## src/rtl/shift_seq_pkg.sv

```systemverilog
// Shared types and constants for the multi-cycle shift sequencer and its step unit.
package shift_seq_pkg;

  localparam int unsigned WIDTH_C = 16;

  typedef enum logic [1:0] {
    OP_PASS,
    OP_LSL,
    OP_LSR,
    OP_ASR
  } shift_op_t;

  typedef enum logic [1:0] {
    S_IDLE,
    S_SHIFT,
    S_DONE
  } seq_state_t;

endpackage

```

## src/rtl/shift_sequencer_shifter.sv

```systemverilog
// Single-position 16-bit shift unit: one step of LSL/LSR/ASR, plus the bit shifted out.
module shifter
  import shift_seq_pkg::*;
(
  input  logic [WIDTH_C-1:0] din,
  input  shift_op_t          code,
  output logic [WIDTH_C-1:0] dout,
  output logic               cout
);

  always_comb begin
    dout = din;
    cout = 1'b0;
    case (code)
      OP_LSL: begin
        dout = {din[WIDTH_C-2:0], 1'b0};
        cout = din[WIDTH_C-1];
      end
      OP_LSR: begin
        dout = {1'b0, din[WIDTH_C-1:1]};
        cout = din[0];
      end
      OP_ASR: begin
        dout = {din[WIDTH_C-1], din[WIDTH_C-1:1]};
        cout = din[0];
      end
      default: begin
        dout = din;
        cout = 1'b0;
      end
    endcase
  end

endmodule

```

## src/rtl/shift_sequencer.sv

```systemverilog
// Multi-position shift controller driving a single-step shifter once per cycle.
// Optional carry_out port and register enabled by defining SHIFT_SEQ_CARRY_EN.
module shift_sequencer
  import shift_seq_pkg::*;
#(
  parameter int unsigned WIDTH = 16,
  parameter int unsigned AMT_W = 4
) (
  input  logic             clk,
  input  logic             rst_n,
  input  logic             req_valid,
  output logic             req_ready,
  input  logic [WIDTH-1:0] req_data,
  input  logic [1:0]       req_op,
  input  logic [AMT_W-1:0] req_amt,
  output logic             rsp_valid,
  input  logic             rsp_ready,
  output logic [WIDTH-1:0] rsp_data,
  output logic             busy
`ifdef SHIFT_SEQ_CARRY_EN
  ,
  output logic             carry_out
`endif
);

  if (WIDTH != WIDTH_C) begin : g_bad_width
    $error("shift_sequencer: WIDTH must be 16");
  end

  seq_state_t       state, next_state;
  logic [WIDTH-1:0] work;
  shift_op_t        op_reg;
  logic [AMT_W-1:0] count;
  logic [WIDTH-1:0] step_out;
  logic             step_carry;
  logic             accept;

  shifter u_shifter (
    .din  (work),
    .code (op_reg),
    .dout (step_out),
    .cout (step_carry)
  );

  always_ff @(posedge clk or negedge rst_n) begin
    if (!rst_n) state <= S_IDLE;
    else        state <= next_state;
  end

  always_comb begin
    next_state = state;
    req_ready  = 1'b0;
    rsp_valid  = 1'b0;
    busy       = 1'b0;
    accept     = 1'b0;
    case (state)
      S_IDLE: begin
        req_ready = 1'b1;
        if (req_valid) begin
          accept = 1'b1;
          // Zero amount or pass op skips the shift phase entirely.
          if (req_amt == '0 || shift_op_t'(req_op) == OP_PASS) next_state = S_DONE;
          else                                               next_state = S_SHIFT;
        end
      end
      S_SHIFT: begin
        busy = 1'b1;
        if (count == AMT_W'(1)) next_state = S_DONE;
      end
      S_DONE: begin
        busy      = 1'b1;
        rsp_valid = 1'b1;
        if (rsp_ready) next_state = S_IDLE;
      end
      default: next_state = S_IDLE;
    endcase
  end

  always_ff @(posedge clk or negedge rst_n) begin
    if (!rst_n) begin
      work   <= '0;
      op_reg <= OP_PASS;
      count  <= '0;
    end else if (accept) begin
      work   <= req_data;
      op_reg <= shift_op_t'(req_op);
      count  <= req_amt;
    end else if (state == S_SHIFT) begin
      work  <= step_out;
      count <= count - AMT_W'(1);
    end
  end

  assign rsp_data = work;

`ifdef SHIFT_SEQ_CARRY_EN
  logic carry_q;

  always_ff @(posedge clk or negedge rst_n) begin
    if (!rst_n)                 carry_q <= 1'b0;
    else if (accept)            carry_q <= 1'b0;
    else if (state == S_SHIFT)  carry_q <= step_carry;
  end

  assign carry_out = carry_q;
`else
  logic unused_carry;
  assign unused_carry = step_carry;
`endif

endmodule
```

## config.mk

```make
export PLATFORM = sky130hd
export DESIGN_NAME = shift_sequencer
export DESIGN_NICKNAME = d
export VERILOG_FILES = /design/src/rtl/shift_seq_pkg.sv /design/src/rtl/shift_sequencer_shifter.sv /design/src/rtl/shift_sequencer.sv
export SDC_FILE = /design/constraint.sdc
export NUM_CORES = 1
export LEC_CHECK = 0
export BUFFER_PORTS_ARGS = -buffer_cell sky130_fd_sc_hd__buf_2
export CAP_MARGIN = 0
export CORE_AREA = 5 5 62 64
export CTS_BUF_LIST = sky130_fd_sc_hd__clkbuf_4 sky130_fd_sc_hd__clkbuf_8
export DETAILED_ROUTE_END_ITERATION = 12
export DIE_AREA = 0 0 67 69
export PLACE_DENSITY = 0.73
export SETUP_SLACK_MARGIN = 0.1
export SLEW_MARGIN = 10
export SYNTH_ARGS = -nofsm -noshare
export SYNTH_HDL_FRONTEND = slang
export SYNTH_HIERARCHICAL = 1
export SYNTH_SLANG_ARGS = --single-unit
export TNS_END_PERCENT = 100
```

## constraint.sdc

```tcl
create_clock -name clk -period 2.2 [get_ports clk]
set_input_delay 0.44 -clock clk [delete_from_list [all_inputs] [get_ports clk]]
set_output_delay 0.44 -clock clk [all_outputs]
set_load 0.01 [all_outputs]
```

---- After elaboration in Yosys (flattened, before gate mapping) ----
Cells that the tools add are included.
storage, ports and cells
  flip-flop bits (word level) ............. 24
  input port bits ......................... 26
  output and inout bits ................... 19
  logic and storage cells ................. 42
operators by class
  add/subtract/negate cells ............... 1
  eq/ne operators ......................... 10
  muxes and demuxes ....................... 15
  reductions and logical operators ........ 11
operator list
  operator                                             number
  case mux 16 bit (3 select lines)                     1
  two-way mux 16 bit                                   2
  two-way mux 2 bit                                    4
  two-way mux 4 bit                                    2
  != test 2 bit, second input constant                 4
  equality test 2 bit, second input constant           3
  case mux 2 bit (3 select lines)                      1
  AND reduction 3 bit                                  2
  two-way mux 1 bit                                    5
  equality test 2 x 1 -> 1 bit, second input constant  2
  equality test 4 x 1 -> 1 bit, second input constant  1
  logical NOT 2 bit                                    2
  logical NOT 4 bit                                    1
  nonzero test 4 bit                                   1
  subtractor 4 x 1 -> 4 bit, second input constant     1
  nonzero test 3 bit                                   1
  AND reduction 2 bit                                  1
  nonzero test 2 bit                                   1
  OR reduction 2 bit                                   1
  logical OR 1 bit                                     1

---- Logic depth before layout (Yosys ltp) ----
Gate-level depths: netlist (run 1).
  depth after elaboration ................. 5
  depth in mapped cells ................... 7
  gate-level depth less buffers ........... 5

---- Hierarchy ----
The synthesis (run 1) kept the hierarchy.
by module, submodules not included
  module           times used  cells each  area each (µm²)
  shift_sequencer  1           116         1197.4
  shifter          1           54          354.1

---- Least setup slack after synthesis (run 1) ----
No wires, ideal clock.
  path kind ............................... register to register
  start point ............................. register state[0]
  end point ............................... register op_reg[0]
  arrival ................................. 1.605 ns
  data required time ...................... 2.075 ns
  slack ................................... 0.470 ns
  stages on the path, launching flop included .. 7
  buffers on the path ..................... 2
  cell sequence ........................... dfrtp_1 inv_1 ha_1 and2_1 clkbuf_1 clkbuf_1 mux2_2
between the ends
  longest elaborated chain between the ends .. 2
ends and longest elaborated chain
  what                    RTL line               text
  start, declared         shift_sequencer.sv:30  seq_state_t state, next_state;
  start signal, assigned  shift_sequencer.sv:47  else state <= next_state;
  logical NOT 2 bit       shift_sequencer.sv:56  case (state)
  two-way mux 1 bit       shift_sequencer.sv:56
  end signal, assigned    shift_sequencer.sv:86  op_reg <= shift_op_t'(req_op);
  end, declared           shift_sequencer.sv:32  shift_op_t op_reg;
Every way passes these cells.
A chain may end at the register's enable or synchronous reset.

---- Final worst setup path (run 1) ----
  start point ............................. register count[1]
  end point ............................... register state[0]
between the ends
  longest elaborated chain between the ends .. 3
ends and longest elaborated chain
  what                           RTL line               text
  start, declared                shift_sequencer.sv:33  logic [AMT_W-1:0] count;
  start signal, assigned         shift_sequencer.sv:87  count <= req_amt;
  start signal, assigned         shift_sequencer.sv:90  count <= count - AMT_W'(1);
  equality test 4 x 1 -> 1 bit   shift_sequencer.sv:68  if (count == AMT_W'(1)) next_state = S_DONE;
  != test 2 bit (no line)        n/a
  AND reduction 3 bit (no line)  n/a
Every way passes these cells.

==> qor.txt, run 1 <==
final-stage net count - 239
Layout Utilization - 56.4%
Fill cells - 314
fmax - 540 MHz
total clock buffers created by CTS - 3
cell internal pwr - 1.49 mW
net switching component of the power - 1.15 mW
# port buffers - 44
maximum level of the CTS H-tree - 1
net count after synthesis - 198
arrival time worst endpoint - 2.08 ns
worst ir drop on vdd - 0.000649 V
Post-CTS Setup Inserts - 0
post-DR wirelength/cell - 12.5 µm
routed vias - 1281
kind of start point of the critical path - flip-flop
Worst R2R Setup Slack - 0.35 ns
antenna violations before repair - 0
Rel. slew slack - 64.2%
endpoint class of the critical path - flip-flop
Largest register FFs - 16
required time reported for the critical path endpoint - 2.43 ns
RSZ-0062 raised after global routing - no
number of nets with antenna violations after routing - 0
Pre-Repair DR Iteration Count - 4
antenna diode instance count - 0
DRC violation total after the first TritonRoute iteration - 47
final std cells w/o fill - 253
synthesized area divided by synthesized cell count - 9.22 µm²
Syn. warnings - 6
kind of critical path - flip-flop to flip-flop
initial core utilization - 47.6%
final weighted congestion in routability-driven placement - 0.777
Pleak - 0.865 nW
outcome - finished, final reports clean
endpoint of the most critical register-to-register path - state[0]$_DFFE_PN0P_
Net Sw Frac - 43.6%
post-synth design cell area - 1540 µm²
reg2reg start - count[1]$_DFFE_PN0P_
via count of the first global-routing pass - 1267
final number of max-transition violations - 0
DR vias/cell - 5.06
fraction of layout cells with a size suffix above 1 - 27.1%
pin count of the biggest net entering global routing - 35
type of the worst min-delay path - primary input to asynchronous set/reset pin
share of total power in sequential cells - 34.3%
register clock-pin slew on the reported worst setup and hold paths - 0.14 ns
clock tree sinks - 24
area of the placeable core - 3230 µm²
critical path fanouts, max - 3
total I/O pin count - 45
buffer levels on the longest clock path - 2
number of cells in the design after placement - 249
number of standard-cell rows in the floorplan - 21
count of endpoints failing setup in the final report - 0
remaining design rule violation count - 0
MaxCap Viol Count - 0
number of gates resized after cts - 0
post-route fraction of the period consumed by the critical path - 84.2%
Die ar. - 4620 µm²
total half-perimeter wirelength after legalization and detailed placement - 2.33 mm
CTS tree - yes
total grt overflow - 0
Comb pwr share - 56.6%
final setup TNS - 0 ns
PD cells - 1450 nW/µm²
root buffer cell - sky130_fd_sc_hd__clkbuf_4
setup skew after layout - 0.00603 ns
die width - 67 µm
min setup slack post-route - 0.347 ns
total routing resource utilization after global routing - 15.0%
Clock power frac - 9.1%
post-layout power - 2.64 mW
minimum clock period after layout - 1.85 ns
die boundary height - 69 µm
dpl ws - 0.356 ns
final number of hold-violating endpoints - 0
layout-stage area growth over the synthesis result - 18.4%
sum of routed wire length over all layers - 3.17 mm
number of instances in the synthesized netlist - 167
CTS Hold Bufs - 0
logic depth of the worst register-to-register path - 5
Skew-Pair Late Insertion Delay - 0.32 ns
wire length of the first global-routing pass - 5.53 mm
pin slew with the least headroom to its limit - 0.538 ns
-- metrics by stage --
stage | area, µm² | hold WS [ns]
global placement | 1790 | 0.455
finish | 1820 | 0.0725
detailed placement | 1790 | 0.454
floorplan | 1540 | 0.144
CTS | 1820 | 0.0830
global route | 1820 | 0.127
-- how the worst max path moves through the flow --
stage	start	cells after the start	slack (ns)	endpoint
finish	count[1]$_DFFE_PN0P_	5	0.35	state[0]$_DFFE_PN0P_
global placement	count[1]$_DFFE_PN0P_	5	0.41	state[0]$_DFFE_PN0P_
CTS	count[1]$_DFFE_PN0P_	5	0.34	state[0]$_DFFE_PN0P_
floorplan	state[0]$_DFFE_PN0P_	6	0.47	op_reg[0]$_DFFE_PN0P_
global route	count[1]$_DFFE_PN0P_	5	0.26	state[0]$_DFFE_PN0P_
detailed placement	count[1]$_DFFE_PN0P_	5	0.36	state[0]$_DFFE_PN0P_
-- layout make-up --
type,instances,area [µm²],share of cell area [%]
Clock buffer,4,36.3,1.99
Inverter,6,22.5,1.24
Multi-Input combinational cell,125,842,46.2
Sequential cell,24,601,33.0
Tap cell,46,57.6,3.16
Timing Repair Buffer,48,263,14.4
-- worst max-delay path: stages, from the launching register on --
cell                       delay [ns]
sky130_fd_sc_hd__dfrtp_1         0.42
sky130_fd_sc_hd__inv_1           0.08
sky130_fd_sc_hd__ha_1            0.13
sky130_fd_sc_hd__or3b_1          0.35
sky130_fd_sc_hd__a222oi_1        0.40
sky130_fd_sc_hd__mux2_2          0.38
-- routing by layer --
metal	vias up	global-route usage (%)	part of all wire [%]
li1	661	-	-
met1	586	17.7	43
met4	0	6.31	1.4
met2	30	25.9	49
met3	4	2.60	6.0
met5	-	0	0
-- power groups by stage --
stage               Combinational, mW  Clock [mW]  Sequential, mW
floorplan                        1.11           0           0.933
global placement                 1.48           0           0.910
detailed placement               1.50           0           0.918
CTS                              1.51       0.247           0.909
global route                     1.68       0.262           0.948
finish                           1.49       0.240           0.904
-- cell usage in the layout (no fill, tap or decap), types with 2 or more instances in the layout --
cell type                  instances
sky130_fd_sc_hd__buf_2            44
sky130_fd_sc_hd__nand2_1          35
sky130_fd_sc_hd__mux2i_1          30
sky130_fd_sc_hd__o21ai_0          27
sky130_fd_sc_hd__dfrtp_1          24
sky130_fd_sc_hd__o21ai_1           8
sky130_fd_sc_hd__inv_1             6
sky130_fd_sc_hd__ha_1              5
sky130_fd_sc_hd__mux2_2            4
sky130_fd_sc_hd__clkbuf_4          3
sky130_fd_sc_hd__buf_4             3
sky130_fd_sc_hd__xor2_1            2
sky130_fd_sc_hd__nor2_1            2
sky130_fd_sc_hd__a22o_1            2
Note: power is estimated with default switching activity, not from simulation.
==> run 2, diff against run 1 <==
--- a/config.mk
+++ b/config.mk
@@ -7,10 +7,10 @@
 export LEC_CHECK = 0
 export BUFFER_PORTS_ARGS = -buffer_cell sky130_fd_sc_hd__buf_2
 export CAP_MARGIN = 0
-export CORE_AREA = 5 5 62 64
+export CORE_AREA = 5 5 63 65
 export CTS_BUF_LIST = sky130_fd_sc_hd__clkbuf_4 sky130_fd_sc_hd__clkbuf_8
 export DETAILED_ROUTE_END_ITERATION = 12
-export DIE_AREA = 0 0 67 69
+export DIE_AREA = 0 0 68 70
 export PLACE_DENSITY = 0.73
 export SETUP_SLACK_MARGIN = 0.1
 export SLEW_MARGIN = 10
==> constraint.sdc (replaced) <==
create_clock -name clk -period 1.5 [get_ports clk]
set_input_delay 0.3 -clock clk [delete_from_list [all_inputs] [get_ports clk]]
set_output_delay 0.3 -clock clk [all_outputs]
set_load 0.01 [all_outputs]
==> qor.txt, run 2 (synthesis gave the netlist of run 1 again) <==
layout-stage area growth over the synthesis result - 32.8%
pin count of the biggest net entering global routing - 32 (-8.6%)
clock tree sinks - 24 (unchanged)
sum of routed wire length over all layers - 3.44 mm (+8.3%)
antenna violations before repair - 0 (unchanged)
count of endpoints failing setup in the final report - 5 (+5)
minimum clock period after layout - 1.83 ns (-0.0237 ns)
number of cells in the design after placement - 260 (+4.4%)
total clock buffers created by CTS - 3 (unchanged)
violations in the final reports - negative setup slack
post-DR wirelength/cell - 12.8 µm (+1.9%)
total grt overflow - 0 (unchanged)
number of nets with antenna violations after routing - 0 (unchanged)
setup skew after layout - 0.00465 ns (-0.00138 ns)
min setup slack post-route - -0.329 ns (-0.676 ns)
Slowest cell on crit path - sky130_fd_sc_hd__a222oi_1
final-stage net count - 256 (+7.1%)
kind of critical path - flip-flop to flip-flop
total half-perimeter wirelength after legalization and detailed placement - 2.47 mm (+5.8%)
total routing resource utilization after global routing - 15.5% (+0.53 points)
critical path fanouts, max - 2 (-1)
kind of start point of the critical path - flip-flop
antenna diode instance count - 0 (unchanged)
final weighted congestion in routability-driven placement - 0.814 (+4.8%)
DRC violation total after the first TritonRoute iteration - 75 (+60%)
final std cells w/o fill - 269 (+6.3%)
DR vias/cell - 4.99 (-1.5%)
Die ar. - 4760 µm² (+3.0%)
required time reported for the critical path endpoint - 1.72 ns (-0.71 ns)
most common library cell in the layout ignoring fill and taps - sky130_fd_sc_hd__buf_2
Pre-Repair DR Iteration Count - 4 (unchanged)
fraction of layout cells with a size suffix above 1 - 35.9% (+8.8 points)
cell chain of the critical path - inv_2, ha_1, or3b_1, a222oi_1, mux2_2
type of the worst min-delay path - primary input to flip-flop
final number of hold-violating endpoints - 0 (unchanged)
final setup TNS - -0.782 ns (-0.782 ns)
final number of max-transition violations - 0 (unchanged)
CTS tree - yes
Rel. slew slack - 62.3% (-1.9 points)
Largest register FFs - 16 (unchanged)
register clock-pin slew on the reported worst setup and hold paths - 0.13 ns (about the same)
initial core utilization - 46.9% (-0.76 points)
number of standard-cell rows in the floorplan - 21 (unchanged)
outcome - finished, violations left
Skew-Pair Late Insertion Delay - 0.31 ns (about the same)
# port buffers - 44 (unchanged)
area of the placeable core - 3280 µm² (+1.6%)
dpl cell area - 1900 µm² (+6.2%)
arrival time worst endpoint - 2.05 ns (-0.03 ns)
wire length of the first global-routing pass - 5.86 mm (+6.0%)
crit-path leading delay family - compound AO/OA/AOI/OAI gates
fmax - 547 MHz (+1.3%)
finished layout cell area - 2040 µm² (+12%)
post-route fraction of the period consumed by the critical path - 122% (+38 points)
Critical path buffers and inverters - 1 (unchanged)
highest-count cells in the layout ignoring fill and taps - sky130_fd_sc_hd__buf_2, sky130_fd_sc_hd__nand2_1, sky130_fd_sc_hd__mux2i_1
maximum level of the CTS H-tree - 1 (unchanged)
pin slew with the least headroom to its limit - 0.565 ns (+0.0279 ns)
die boundary height - 70 µm (+1.4%)
via count of the first global-routing pass - 1294 (+2.1%)
total I/O pin count - 45 (unchanged)
endpoint class of the critical path - flip-flop
buffer levels on the longest clock path - 2 (unchanged)
Pleak - 0.966 nW (+12%)
remaining design rule violation count - 0 (unchanged)
PD cells - 2190 nW/µm² (+51%)
RSZ-0062 raised after global routing - yes
root buffer cell - sky130_fd_sc_hd__clkbuf_4
dpl ws - -0.301 ns (-0.657 ns)
slowest cell delay on critical path - 0.43 ns (about the same)
worst ir drop on vdd - 0.00125 V (+92%)
post-layout power - 4.47 mW (+70%)
routed vias - 1342 (+4.8%)
die width - 68 µm (+1.5%)
MaxCap Viol Count - 0 (unchanged)
==> run 2: cell types whose count changed in the layout (fill, tap and decap cells not counted), moves of 2 or more <==
| cell | delta |
|---|---|
| sky130_fd_sc_hd__buf_2 | -3 |
| sky130_fd_sc_hd__ha_4 | +2 |
| sky130_fd_sc_hd__inv_2 | +3 |
| sky130_fd_sc_hd__mux2_2 | -2 |
| sky130_fd_sc_hd__ha_1 | -3 |
| sky130_fd_sc_hd__buf_6 | +7 |
| sky130_fd_sc_hd__mux2_4 | +2 |
| sky130_fd_sc_hd__inv_1 | -3 |
| sky130_fd_sc_hd__buf_4 | +11 |
==> run 2: repair_timing <==
action | 4_1_cts | 5_1_grt
endpoints found under the setup margin | 16 | 18
pin swaps | 1 | 4
resized for setup | 12 | 5
setup buffers | 2 | 4
hold endpoints to repair | 24 | 0
hold buffers | 1 | 0
==> run 2: tightest hold or removal path: stages <==
cell                      delay [ns]
sky130_fd_sc_hd__buf_2          0.07
sky130_fd_sc_hd__nand2_1        0.03
sky130_fd_sc_hd__o21ai_0        0.05
==> run 2: report_power, final <==
part | switching [mW] | leakage (nW) | internal (mW) | total [mW]
clock network | 0.192 | 0.0138 | 0.0940 | 0.286
logic | 1.32 | 0.658 | 1.55 | 2.87
registers | 0.342 | 0.294 | 0.972 | 1.31
==> run 2: final timing paths <==
check / start / cells past startpoint / slack (ns) / endpoint
setup reg to reg: count[1]$_DFFE_PN0P_ / 5 / -0.33 / state[0]$_DFFE_PN0P_
min in group asynchronous: rst_n / 2 / 0.50 / rsp_data[13]$_DFFE_PN0P_
setup / recovery: count[1]$_DFFE_PN0P_ / 5 / -0.33 / state[0]$_DFFE_PN0P_
max in group asynchronous: rst_n / 2 / 0.62 / rsp_data[5]$_DFFE_PN0P_
hold / removal: req_data[13] / 3 / 0.17 / rsp_data[13]$_DFFE_PN0P_
hold reg to reg: rsp_data[10]$_DFFE_PN0P_ / 2 / 0.66 / rsp_data[10]$_DFFE_PN0P_
==> run 2: routing by layer <==
metal / share of wire (%) / track usage (%)
met3: 3.8 / 2.56
met2: 48 / 25.9
met5: 0 / 0
met1: 47 / 19.7
met4: 1.0 / 5.30
==> run 2: final cells by class <==
type                       count  area, µm²
clock buffer                   3       22.5
tap                           46       57.6
inverter                       6       22.5
timing repair buffer          65        439
sequential                    24        601
multi-input combinational    125        901
fill                         297       1240
==> run 2: stage by stage <==
stage	utilization, %	hold WS, ns
after floorplan	-	0.00441
after CTS	61.1	0.161
after global routing	62.2	0.163
after detailed placement	57.8	0.323
after global placement	57.8	0.324
final	62.2	0.173
